`src/rtl/imem_access_arbiter.sv`:
```
// Arbitrates the byte-organised instruction memory between fetch (32-bit reads)
// and a program loader (4-cycle byte-write bursts), with starvation protection.
`timescale 1ns/1ps
module imem_access_arbiter #(
  parameter int unsigned MEM_BYTES    = 16384,
  parameter int unsigned STARVE_LIMIT = 4
) (
  input  logic        clk,
  input  logic        rst_n,
  input  logic        fetch_req,
  input  logic [31:0] fetch_pc,
  output logic        fetch_gnt,
  output logic        fetch_valid,
  output logic [31:0] fetch_instr,
  output logic        fetch_fault,
  input  logic        load_req,
  input  logic [31:0] load_addr,
  input  logic [31:0] load_data,
  output logic        load_ack,
  output logic        load_err,
  output logic [31:0] mem_addr,
  output logic        mem_we,
  output logic [7:0]  mem_wbyte,
  input  logic [31:0] mem_rdata
);

  localparam int unsigned    CW        = $clog2(STARVE_LIMIT + 1);
  localparam logic [31:0]    LAST_WORD = 32'(MEM_BYTES - 4);
  localparam logic [CW-1:0]  SLIM      = CW'(STARVE_LIMIT);

  typedef enum logic [2:0] {IDLE, WB0, WB1, WB2, WB3} state_t;

  state_t        r_state, w_next;
  logic [CW-1:0] r_starve, w_starve_nxt;
  logic [31:0]   r_lat_addr, r_lat_data, r_fetch_instr;
  logic          r_fetch_valid, r_fetch_fault, r_load_err;
  logic          w_load_wins, w_load_ok, w_fetch_bad, w_gnt, w_idle;
  logic [1:0]    w_idx;

  assign w_idle      = (r_state == IDLE);
  assign w_load_wins = load_req && (!fetch_req || r_starve == SLIM);
  assign w_load_ok   = (load_addr[1:0] == 2'b00) && (load_addr <= LAST_WORD);
  assign w_fetch_bad = (fetch_pc[1:0] != 2'b00) || (fetch_pc > LAST_WORD);

  always_comb begin
    w_next    = r_state;
    w_gnt     = 1'b0;
    w_idx     = 2'd0;
    mem_addr  = fetch_pc;
    mem_we    = 1'b0;
    mem_wbyte = '0;
    case (r_state)
      IDLE: begin
        if (w_load_wins) begin
          if (w_load_ok) w_next = WB0;
        end else if (fetch_req) begin
          w_gnt = 1'b1;
        end
      end
      WB0: begin w_idx = 2'd0; w_next = WB1;  end
      WB1: begin w_idx = 2'd1; w_next = WB2;  end
      WB2: begin w_idx = 2'd2; w_next = WB3;  end
      WB3: begin w_idx = 2'd3; w_next = IDLE; end
      default: w_next = IDLE;
    endcase
    if (!w_idle) begin
      mem_we   = 1'b1;
      mem_addr = r_lat_addr + {30'd0, w_idx};
      case (w_idx)
        2'd0:    mem_wbyte = r_lat_data[31:24];
        2'd1:    mem_wbyte = r_lat_data[23:16];
        2'd2:    mem_wbyte = r_lat_data[15:8];
        default: mem_wbyte = r_lat_data[7:0];
      endcase
    end
    // Combinational outputs are forced low while reset is held.
    if (!rst_n) begin
      w_gnt     = 1'b0;
      mem_addr  = '0;
      mem_we    = 1'b0;
      mem_wbyte = '0;
    end
  end

  always_comb begin
    w_starve_nxt = r_starve;
    if (!load_req)
      w_starve_nxt = '0;
    else if (w_idle && w_load_wins)
      w_starve_nxt = '0;
    else if (w_gnt && r_starve != SLIM)
      w_starve_nxt = r_starve + 1'b1;
  end

  always_ff @(posedge clk or negedge rst_n) begin
    if (!rst_n) begin
      r_state       <= IDLE;
      r_starve      <= '0;
      r_lat_addr    <= '0;
      r_lat_data    <= '0;
      r_fetch_valid <= 1'b0;
      r_fetch_fault <= 1'b0;
      r_fetch_instr <= '0;
      r_load_err    <= 1'b0;
    end else begin
      r_state       <= w_next;
      r_starve      <= w_starve_nxt;
      r_load_err    <= w_idle && w_load_wins && !w_load_ok;
      r_fetch_valid <= w_gnt;
      r_fetch_fault <= w_gnt && w_fetch_bad;
      if (w_idle && w_load_wins && w_load_ok) begin
        r_lat_addr <= load_addr;
        r_lat_data <= load_data;
      end
      if (w_gnt)
        r_fetch_instr <= w_fetch_bad ? '0 : mem_rdata;
    end
  end

  assign fetch_gnt   = w_gnt;
  assign fetch_valid = r_fetch_valid;
  assign fetch_fault = r_fetch_fault;
  assign fetch_instr = r_fetch_instr;
  assign load_err    = r_load_err;
  assign load_ack    = (r_state == WB3) && rst_n;

endmodule

```
`config.mk`:
```
export PLATFORM = sky130hd
export DESIGN_NAME = imem_access_arbiter
export DESIGN_NICKNAME = d
export VERILOG_FILES = /design/src/rtl/imem_access_arbiter.sv
export SDC_FILE = /design/constraint.sdc
export NUM_CORES = 1
export LEC_CHECK = 0
export BUFFER_PORTS_ARGS = -buffer_cell sky130_fd_sc_hd__buf_2
export CORE_MARGIN = 2
export CORE_UTILIZATION = 40
export DETAILED_ROUTE_END_ITERATION = 10
export GPL_ROUTABILITY_DRIVEN = 0
export GPL_TIMING_DRIVEN = 0
export PLACE_DENSITY = 0.67
export SETUP_SLACK_MARGIN = 0.15
export SLEW_MARGIN = 20
export SYNTH_ARGS = -nofsm -noshare
export SYNTH_HDL_FRONTEND = slang
export SYNTH_SLANG_ARGS = --single-unit
```
`constraint.sdc`:
```
create_clock -name clk -period 8.4 [get_ports clk]
set_input_delay 0.84 -clock clk [delete_from_list [all_inputs] [get_ports clk]]
set_output_delay 0.84 -clock clk [all_outputs]
set_load 0.02 [all_outputs]
```
==> results.json <==
{
  "status": "finished, final reports clean",
  "end_kind": "primary output",
  "synth_cells": 569,
  "cellLeakagePower_uw": 0.00348,
  "fin_ws_ps": 3900,
  "layout-drive-gt1-share_pct": 37.4,
  "synth_area_per_cell_um2": 9.64,
  "synth_seq_cells": 105,
  "crit_start": "r_state[2]$_DFFE_PN0P_",
  "cts_buffers": 9,
  "max-vdd-ir-drop_v": 0.000108,
  "drv_cap": 0,
  "layout_common_cells": "214 x buf_2, 105 x dfrtp_1, 88 x nand2_1, 44 x mux2_2",
  "setup-tns-final_ps": 0,
  "cellPowerDensity_nw_per_um2": 203,
  "cts_num_sinks": 105,
  "fmaxAchievable_mhz": 222,
  "synth.area.top_cells": "dfrtp_1 48%, mux2_2 9.0%, nand2_1 6.0%",
  "critPathMaxFanout": 10,
  "clk_latency_ps": 340,
  "drc": 0,
  "die_area_um2": 14700,
  "period_share_pct": 53.6,
  "final_hold_viol_count": 0,
  "critPathRequiredTime_ps": 7560,
  "hold_class": "input pin to async pin",
  "cp_data_arrival_time_ps": 3660,
  "portBuffers": 209,
  "vias_per_cell": 5.09,
  "setup_violations": 0,
  "cts_tree": "done",
  "crit_type": "flop to primary output",
  "vias": 4943,
  "yosysTopAreaCell": "dfrtp_1",
  "post-place-ws_ps": 4260,
  "syn-num-nets": 706,
  "area_delta_synth_final_pct": 29.5,
  "start_kind": "flop",
  "die_x_um": 121,
  "layout_commonest_cell": "buf_2",
  "grt_pass1_vias": 5046,
  "rsz0062_at_grt": "false",
  "power_uw": 1440,
  "rr_startpoint": "r_state[2]$_DFFE_PN0P_",
  "drtPass1Iterations": 4,
  "post_cts_resized": 0,
  "synth-edff-count": 0,
  "slew_viol_final": 0,
  "antenna_found_initial": 0,
  "clock_path_buffers": 2,
  "ios": 210,
  "diodes": 0,
  "synth_top_area_share_pct": 47.9,
  "fin_crit_ps": 4500,
  "avgRoutedWirePerCell_um": 14.9,
  "synth-main-ff-cell": "dfrtp_1",
  "clk_pin_slew_ps": 70,
  "grt_pass1_wl_um": 23900,
  "antenna_violating_nets_post_route": 0,
  "synth_area_um2": 5490,
  "worstRegToRegCells": 5,
  "first_iter_violations": 275,
  "tightest_slew_ps": 645,
  "rr_endpoint": "r_lat_data[26]$_DFFE_PN0P_",
  "dpl.hpwl_um": 11100,
  "overflow": 0,
  "yosys_warnings": 0,
  "finalNetCount": 927,
  "num_rows": 42,
  "endpoint": "mem_addr[26]",
  "cts_max_level": 3,
  "r2r_setup_slack_ps": 6250,
  "postLayoutCoreUtil_pct": 53.4,
  "wl_um": 14500,
  "dp_cells": 955,
  "cts_root_buf": "clkbuf_16",
  "worst_clock_skew_ps": 7.32,
  "core_um2": 13300,
  "initial_core_util_pct": 41.3,
  "synth_cell_types": 44,
  "seq_area_frac_synth_pct": 47.9,
  "synthArstFlopShare_pct": 100,
  "grtUsageTotal_pct": 20.4,
  "timing.slew.headroom_pct": 57.0,
  "cts_setup_buffers": 0,
  "die_y_um": 121,
  "grt_max_degree": 61,
  "postCtsHoldBufs": 0,
  "stdcell_count": 971
}
[through the flow]
| stage | hold slack (ps) | area (µm²) |
|---|---|---|
| 6_report | 476 | 7100 |
| 5_1_grt | 504 | 7100 |
| 4_1_cts | 485 | 7100 |
| 3_5_place_dp | 469 | 6790 |
| 3_3_place_gp | 461 | 6750 |
| 2_1_floorplan | 471 | 5490 |
[flip-flops by register name (all words and copies together), names as in the netlist]
name	count
r_lat_addr	32
fetch_instr	32
fetch_fault	1
r_lat_data	32
r_state	3
fetch_valid	1
load_err	1
r_starve	3
[critical path, stage by stage (launching register included)]
cell	delay, ps
dfrtp_1	480
clkbuf_1	360
nand2_1	120
a21oi_1	230
ha_1	210
inv_1	60
fa_1	420
and4b_1	370
nand4_1	300
nor3_1	310
xnor2_1	110
a21oi_1	170
buf_2	190
[cell families (layout without fill, tap and decap cells)]
family	Yosys count	count (layout)	share of synthesized area (%)
multiplexers	52	52	10.5
AO/OA/AOI/OAI	129	129	12.8
buffers and inverters	47	273	4.61
AND/OR/NAND/NOR	201	201	18.1
flip-flops	105	105	47.9
adder cells (fa/ha/maj)	5	5	1.28
XOR/XNOR	30	30	4.79
[routing by layer]
metal	vias to the layer above	track usage [%]	routed length (µm)
met5	-	0	0
met4	0	6.10	216
met3	14	2.82	693
met2	150	34.8	7140
met1	2355	26.8	6420
li1	2424	-	-
[area by class of cell]
class	instances	area, µm²
Clock buffer	13	270
Inverter	14	52.6
Sequential cell	105	2630
Multi-Input combinational cell	417	2610
Fill cell	1220	6190
Clock inverter	3	47.5
Buffer	33	200
Timing Repair Buffer	210	1080
Tap cell	176	220
[power by group]
| group | internal (µW) | leakage, µW | switching (µW) | total [µW] |
|---|---|---|---|---|
| sequential | 515 | 0.00145 | 11.0 | 526 |
| clock | 257 | 0.000156 | 181 | 438 |
| combinational | 153 | 0.00187 | 324 | 477 |
[synthesized netlist by cell type (3+ instances only)]
master / n
nor3_1: 9
nor2b_1: 20
clkbuf_1: 15
a21oi_1: 42
nand2_1: 88
mux2i_1: 8
and3_1: 3
buf_6: 9
ha_1: 4
and4_1: 3
xor2_1: 9
xnor2_1: 21
o21ai_1: 27
nor2_1: 31
dfrtp_1: 105
nand4_1: 8
o21ai_0: 42
a211oi_1: 7
o21ai_2: 6
mux2_2: 44
buf_2: 6
nand3_1: 10
inv_1: 12
nor4_1: 16
[worst min path at each step]
stage | startpoint | slack [ps] | to | depth (start not counted)
after CTS | fetch_instr[28]$_DFFE_PN0P_ | 480 | fetch_instr[28]$_DFFE_PN0P_ | 2
after floorplan | r_lat_addr[0]$_DFFE_PN0P_ | 470 | r_lat_addr[0]$_DFFE_PN0P_ | 1
final | rst_n | 480 | r_lat_data[27]$_DFFE_PN0P_ | 1
after global routing | fetch_instr[26]$_DFFE_PN0P_ | 500 | fetch_instr[26]$_DFFE_PN0P_ | 2
after detailed placement | fetch_instr[28]$_DFFE_PN0P_ | 470 | fetch_instr[28]$_DFFE_PN0P_ | 2
after global placement | fetch_instr[25]$_DFFE_PN0P_ | 460 | fetch_instr[25]$_DFFE_PN0P_ | 2
(Power assumes the default switching activity.)
